**config.mk**
```make
export PLATFORM = sky130hd
export DESIGN_NAME = parking_controller_gen2
export DESIGN_NICKNAME = d
export VERILOG_FILES = /design/src/rtl/parking_controller_gen2.sv
export SDC_FILE = /design/constraint.sdc
export NUM_CORES = 1
export LEC_CHECK = 0
export CORE_MARGIN = 2
export CORE_UTILIZATION = 40
export CTS_CLUSTER_SIZE = 40
export DETAILED_ROUTE_END_ITERATION = 10
export GPL_TIMING_DRIVEN = 1
export PLACE_DENSITY = 0.85
export SLEW_MARGIN = 20
export SYNTH_ARGS = -nofsm -noshare
export SYNTH_HDL_FRONTEND = slang
export SYNTH_SLANG_ARGS = --single-unit
export TNS_END_PERCENT = 20
```
**constraint.sdc**
```tcl
create_clock -name clk -period 1.95 [get_ports clk]
set_input_delay 0.39 -clock clk [delete_from_list [all_inputs] [get_ports clk]]
set_output_delay 0.39 -clock clk [all_outputs]
set_load 0.05 [all_outputs]
```
**src/rtl/parking_controller_gen2.sv**
```systemverilog
// parking_controller_gen2: parking-gate controller with a BCD PIN lock, a wrong-attempt alarm,
// tailgating lockout and lot occupancy tracking. All outputs are registered (Moore).
//
// Optional feature, selected at build time:
//   GATE_TIMEOUT_EN - close an open gate that sees no vehicle pass within GATE_TIMEOUT cycles.
//                     Without it, the gate stays open until a pass or a reset.

module parking_controller_gen2 #(
  parameter int unsigned                  PIN_DIGITS   = 4,
  parameter logic [4*PIN_DIGITS-1:0]      CORRECT_PIN  = 16'h3761,
  parameter int unsigned                  MAX_TRIES    = 3,
  parameter int unsigned                  CAPACITY     = 8,
  parameter int unsigned                  GATE_TIMEOUT = 16
) (
  input  logic                              clk,
  input  logic                              rst,
  input  logic                              sensor_vehicule,
  input  logic                              sensor_moved_vehicule,
  input  logic                              pin_valid,
  input  logic [4*PIN_DIGITS-1:0]           password_input,
  input  logic                              exit_event,
  output logic                              open_gate,
  output logic                              close_gate,
  output logic                              alarm_wrong_pin,
  output logic                              alarm_blocked,
  output logic                              lot_full,
  output logic [$clog2(CAPACITY+1)-1:0]     occupancy,
  output logic [$clog2(MAX_TRIES+1)-1:0]    wrong_count
);

  localparam int unsigned PIN_W = 4 * PIN_DIGITS;
  localparam int unsigned OCC_W = $clog2(CAPACITY + 1);
  localparam int unsigned WC_W  = $clog2(MAX_TRIES + 1);

  localparam logic [OCC_W-1:0] CapVal   = OCC_W'(CAPACITY);
  localparam logic [WC_W-1:0]  TriesVal = WC_W'(MAX_TRIES);

  typedef enum logic [1:0] {
    StIdle,
    StWaitPin,
    StOpen,
    StBlocked
  } state_e;

  state_e state_q, state_d;

  logic [WC_W-1:0]  wrong_count_q, wrong_count_d;
  logic             alarm_wrong_q, alarm_wrong_d;
  logic [OCC_W-1:0] occupancy_q, occupancy_d;
  logic             lot_full_q, lot_full_d;
  logic             open_gate_q, open_gate_d;
  logic             alarm_blocked_q, alarm_blocked_d;

  // A vehicle crossed the gate this cycle (drives the occupancy increment).
  logic             vehicle_in;
  // The PIN strobe carries the expected code.
  logic             pin_ok;

  assign pin_ok = (password_input == PIN_W'(CORRECT_PIN));

`ifdef GATE_TIMEOUT_EN
  localparam int unsigned TMR_W = (GATE_TIMEOUT > 1) ? $clog2(GATE_TIMEOUT) : 1;
  localparam logic [TMR_W-1:0] TmrLast = TMR_W'(GATE_TIMEOUT - 1);

  logic [TMR_W-1:0] timer_q, timer_d;
  logic             timed_out;

  assign timed_out = (timer_q == TmrLast);

  // Open-gate dwell counter: restarts on entry to OPEN, counts while OPEN persists.
  always_comb begin
    timer_d = '0;
    if (state_q == StOpen && state_d == StOpen) begin
      timer_d = timer_q + TMR_W'(1);
    end
  end

  // Dwell counter register.
  always_ff @(posedge clk) begin
    if (rst) begin
      timer_q <= '0;
    end else begin
      timer_q <= timer_d;
    end
  end
`else
  logic timed_out;

  assign timed_out = 1'b0;
`endif

  // State and registered-output storage with synchronous reset.
  always_ff @(posedge clk) begin
    if (rst) begin
      state_q         <= StIdle;
      wrong_count_q   <= '0;
      alarm_wrong_q   <= 1'b0;
      occupancy_q     <= '0;
      lot_full_q      <= 1'b0;
      open_gate_q     <= 1'b0;
      alarm_blocked_q <= 1'b0;
    end else begin
      state_q         <= state_d;
      wrong_count_q   <= wrong_count_d;
      alarm_wrong_q   <= alarm_wrong_d;
      occupancy_q     <= occupancy_d;
      lot_full_q      <= lot_full_d;
      open_gate_q     <= open_gate_d;
      alarm_blocked_q <= alarm_blocked_d;
    end
  end

  // Next-state logic: gate sequencing and PIN attempt bookkeeping.
  always_comb begin
    state_d       = state_q;
    wrong_count_d = wrong_count_q;
    alarm_wrong_d = alarm_wrong_q;
    vehicle_in    = 1'b0;

    unique case (state_q)
      StIdle: begin
        if (sensor_vehicule && !lot_full_q) begin
          state_d = StWaitPin;
        end
      end

      StWaitPin, StBlocked: begin
        if (pin_valid) begin
          if (pin_ok) begin
            state_d       = (state_q == StWaitPin) ? StOpen : StIdle;
            wrong_count_d = '0;
            alarm_wrong_d = 1'b0;
          end else begin
            if (wrong_count_q != TriesVal) begin
              wrong_count_d = wrong_count_q + WC_W'(1);
            end
            alarm_wrong_d = (wrong_count_d == TriesVal);
          end
        end else if (state_q == StWaitPin && !sensor_vehicule) begin
          // Car drove off before entering a PIN; the attempt count is kept.
          state_d = StIdle;
        end
      end

      StOpen: begin
        if (sensor_moved_vehicule) begin
          // A second car already at the entry sensor means it is tailgating.
          vehicle_in = 1'b1;
          state_d    = sensor_vehicule ? StBlocked : StIdle;
        end else if (timed_out) begin
          state_d = StIdle;
        end
      end

      default: begin
        state_d = StIdle;
      end
    endcase
  end

  // Occupancy: saturating at both ends; an entry and an exit in one cycle cancel.
  always_comb begin
    occupancy_d = occupancy_q;
    if (vehicle_in && !exit_event) begin
      if (occupancy_q != CapVal) begin
        occupancy_d = occupancy_q + OCC_W'(1);
      end
    end else if (exit_event && !vehicle_in) begin
      if (occupancy_q != '0) begin
        occupancy_d = occupancy_q - OCC_W'(1);
      end
    end
  end

  // Output decode from the next state so registered outputs track the state register.
  always_comb begin
    open_gate_d     = (state_d == StOpen);
    alarm_blocked_d = (state_d == StBlocked);
    lot_full_d      = (occupancy_d == CapVal);
  end

  assign open_gate       = open_gate_q;
  assign close_gate      = ~open_gate_q;
  assign alarm_wrong_pin = alarm_wrong_q;
  assign alarm_blocked   = alarm_blocked_q;
  assign lot_full        = lot_full_q;
  assign occupancy       = occupancy_q;
  assign wrong_count     = wrong_count_q;

endmodule

```
# ---- After elaboration in Yosys (flattened, before gate mapping)
# Cells that the tools add are included.
dict set report word_totals {
  elab_cells 53
  inputBits 22
  output_inout_bits 11
  regBits 12
}
dict set report classes {
  reduce_logical 12
  muxes 20
  bitwise_logic 1
  addsub 3
  eq_ne 10
}
# op n
set op_table {}
lappend op_table {{$mux W2} 12}
lappend op_table {{$eq A16 B14 Y1 const B} 1}
lappend op_table {{$mux W4} 4}
lappend op_table {{$eq A2 B2 Y1 const B} 5}
lappend op_table {{$pmux W2 S3} 1}
lappend op_table {{$add A4 B1 Y4 const B} 1}
lappend op_table {{$eq A4 B4 Y1 const B} 1}
lappend op_table {{$logic_and A1 B1 Y1} 4}
lappend op_table {{$logic_not A1 Y1} 4}
lappend op_table {{$ne A4 B4 Y1 const B} 1}
lappend op_table {{$reduce_bool A4 Y1} 1}
lappend op_table {{$sub A4 B1 Y4 const B} 1}
lappend op_table {{$mux W1} 3}
lappend op_table {{$add A2 B1 Y2 const B} 1}
lappend op_table {{$eq A2 B1 Y1 const B} 1}
lappend op_table {{$logic_not A2 Y1} 1}
lappend op_table {{$ne A2 B2 Y1 const B} 1}
lappend op_table {{$reduce_and A2 Y1} 1}
lappend op_table {{$reduce_or A2 Y1} 1}
lappend op_table {{$not A1 Y1} 1}

# ---- Depth between registers and ports, before layout
dict set report depth {
  word_depth 7
  ltp_mapped 7
  mapped_depth_nobuf 7
}

# ---- Worst setup path after synthesis
# No wires, ideal clock.
dict set report synth_timing {
  path_kind {register -> register}
  startpoint {register occupancy_q[0], in the netlist occupancy[0]}
  endpoint {register occupancy_q[1], in the netlist occupancy[1]}
  synth_period_minus_slack_ps 1910
  setup_slack_ps 40
  arrival_ps 1845
  path_stages_with_launch 8
  path_buffers 0
  setup_time_ps 65
  t_required_ps 1885
  cell_sequence {dfxtp_1 inv_1 ha_1 inv_1 o31ai_1 mux2_1 mux2i_1 nor2b_1}
}
dict set report synth_between {
  elab_chain_cells 4
  elab_cells_between_ends 8
  classes_between {add/sub: 2; eq/ne: 1; mux: 4; reduce/logical: 1}
}
# item line_no
set synth_lines {}
lappend synth_lines {{start, declared} 49} ;# logic [OCC_W-1:0] occupancy_q, occupancy_d;
lappend synth_lines {{start signal, assigned} 106} ;# occupancy_q <= occupancy_d;
lappend synth_lines {{$sub A4 B1 Y4 or $reduce_bool A4 Y1 (tied branches)} {170, 169}}
lappend synth_lines {{$mux W4} 169} ;# if (occupancy_q != '0) begin
lappend synth_lines {{$mux W4} 168} ;# end else if (exit_event && !vehicle_in) begin
lappend synth_lines {{$mux W4 *} 164} ;# if (vehicle_in && !exit_event) begin
# Mark *: on every way between the ends. The rest lies on a longest branch, timed or not.
# A chain may end at the register's enable or synchronous reset.

# ---- Final worst setup path
dict set report layout_timing {
  startpoint {register wrong_count_q[1], in the netlist wrong_count[1]}
  endpoint {output port wrong_count[1]}
}
# item line_no
set layout_lines {}
lappend layout_lines {{start, declared} 47} ;# logic [WC_W-1:0] wrong_count_q, wrong_count_d;
lappend layout_lines {{start signal, assigned} 104} ;# wrong_count_q <= wrong_count_d;
lappend layout_lines {{end, declared} 28} ;# output logic [$clog2(MAX_TRIES+1)-1:0] wrong_count
# No word-level cell between the ends.

==> impl_metrics.ini <==
[run_status]
status = completed

[power_and_ir_drop]
p_per_area_nw_per_um2 = 816
vdd_drop_max_v = 0.000562
p_int_uw = 591
total_power_uw = 957
comb_power_share_pct = 45.4
p_seq_share_pct = 33.9
clockPowerShare_pct = 20.7
p_switching_uw = 366
p_leak_uw = 0.000497
p_sw_share_pct = 38.2

[drt]
drtIter0Drc = 16
num_vias = 796
viasPerCell = 5.34
routed_wl_um = 1900
drc = 0
final_antenna_net_count = 0
wl_per_cell_um = 12.8
firstDrtPassIters = 4

[critical_path]
cp_max_fo = 4
crit_required_ns = 1.56
crit_family = buffers and inverters
start_kind = register
cp_num_buf_inv = 1
max_stage_delay_ns = 0.83
critPathSlowestCell = clkdlybuf4s50_1
crit_type = reg -> out
crit_chain = clkdlybuf4s50_1
cp.arrival_ns = 1.51
cp-end-kind = output pin

[timing]
hold_violations = 0
fin_skew_ns = 0.00118
fin_crit_sh_pct = 97.3
fin_crit_ns = 1.90
max_freq_mhz = 527
rsz0062_at_grt = no
setup_viol = 0
final-max-slew-violation-count = 0
tightest_slew_ns = 0.503
fin_setup_tns_ns = 0
slew_headroom_pct = 66.4

[clock_tree]
hold_buffers = 0
cts_tree = yes
cts_buffers = 3
clock_sinks = 12
ctsLongestPathBuffers = 2
h-tree-depth = 1
cts_resized = 0
insertion_delay_ns = 0.28
clk_pin_slew_ns = 0.07
clock-root-buffer = clkbuf_4
cts_setup_buffers = 0

[yosys]
syn_area_per_cell_um2 = 9.19
ys_ff_latch = 12
netlist_area_um2 = 744
synth_nets = 105
syn_inst = 81
ys_seq_area_share_pct = 32.3
async_reset_ff_share_pct = 0
ys_types = 38
synth.most_common_cell = dfxtp_1
synth_top_area_share_pct = 32.3
synthFlopType = dfxtp_1
ys_top_cells_by_count = 12 x dfxtp_1, 8 x inv_1, 6 x nand2_1
synth_top_area_cell = dfxtp_1
ys_top_cells_by_area = dfxtp_1 32%, nand3b_4 5.4%, inv_1 4.0%
yosysWarnings = 0
synth_edf_count = 0

[place]
dp_hpwl_um = 1530
globalplace.congestion = 0.817
io_buffers = 32

[die]
die-area_um2 = 2220
design.core.area_um2 = 1750
start_util_pct = 42.7
die_h_um = 47.1
rows = 15
die_w_um = 47.1
num_io_pins = 33

[layout]
nNetsFinal = 149
drive_gt1_share_pct = 21.0
utilization_pct = 67.2
syn2layout_area_growth_pct = 57.5
fillers = 143
diodes = 0

[global_route]
antenna_found_initial = 0
grt_util_all_layers_pct = 18.5
grt_pass1_vias = 724
grt_pass1_wl_um = 2860
grt_overflow = 0
grt_max_degree = 10

[worst_hold_path]
hold_class = reg -> reg

[flow_run]
cap_violations = 0
## final timing paths
path | startpoint | endpoint | slack (ns) | cells past startpoint
max | wrong_count[1] | wrong_count[1] | 0.05 | 1
min | alarm_wrong_pin | alarm_wrong_pin | 0.47 | 2
max reg2reg | occupancy[0] | occupancy[1] | 0.20 | 7
min reg2reg | alarm_wrong_pin | alarm_wrong_pin | 0.47 | 2
## cell usage in the layout, fill, tap and decap left out, types with 2 or more instances in the layout
cell	n
a21oi_1	4
clkdlybuf4s50_1	29
ha_1	2
clkbuf_4	3
dfxtp_1	12
buf_4	12
nand4_1	2
mux2i_1	2
nor2b_1	4
nand2_1	6
nor4bb_1	2
nor3_1	3
nand3b_1	2
nand3b_4	2
inv_1	8
o21ai_0	2
nor2_1	5
## power by group through the flow
stage	Clock, µW	Sequential [µW]	Combinational, µW
2_1_floorplan	0	407	201
3_3_place_gp	0	324	413
3_5_place_dp	0	325	427
4_1_cts	200	319	430
5_1_grt	208	329	464
6_report	198	324	435
## cell type report
type,count,area [µm²],share of cell area [%]
multi-input combinational,58,450,38.4
timing repair buffer,41,380,32.4
sequential,12,240,20.5
clock buffer,4,36.3,3.09
inverter,9,33.8,2.88
tap,25,31.3,2.67
## per-layer routing
layer	up-vias	part of all wire [%]	track usage, %
li1	382	-	-
met1	372	39	21.2
met2	39	52	32.6
met3	3	7.5	4.23
met4	0	1.3	8.33
met5	-	0	0
## stage by stage
stage | cells | setup WS, ns | cell area [µm²] | hold slack (ns)
3_3_place_gp | 145 | -0.122 | 1130 | 0.449
4_1_cts | 149 | 0.0625 | 1170 | 0.462
2_1_floorplan | 81 | 0.0399 | 744 | 0.565
3_5_place_dp | 145 | -0.146 | 1130 | 0.448
5_1_grt | 149 | 0.0222 | 1170 | 0.478
6_report | 149 | 0.0529 | 1170 | 0.468
## cell families (layout without fill, tap and decap cells)
kind of cell / count (synthesis) / in the layout / synth area share [%]
AO/OA/AOI/OAI: 18 / 18 / 17.5
XOR/XNOR: 1 / 1 / 1.18
adder cells (fa/ha/maj): 2 / 2 / 3.36
buffers and inverters: 11 / 54 / 7.90
flip-flops: 12 / 12 / 32.3
multiplexers: 4 / 4 / 5.71
AND/OR/NAND/NOR: 33 / 33 / 32.1
## registers in the layout (all words and copies together), names as in the netlist
register,count
lot_full,1
alarm_blocked,1
state_q,2
wrong_count,2
alarm_wrong_pin,1
occupancy,4
open_gate,1
Note: power is estimated with default switching activity, not from simulation.
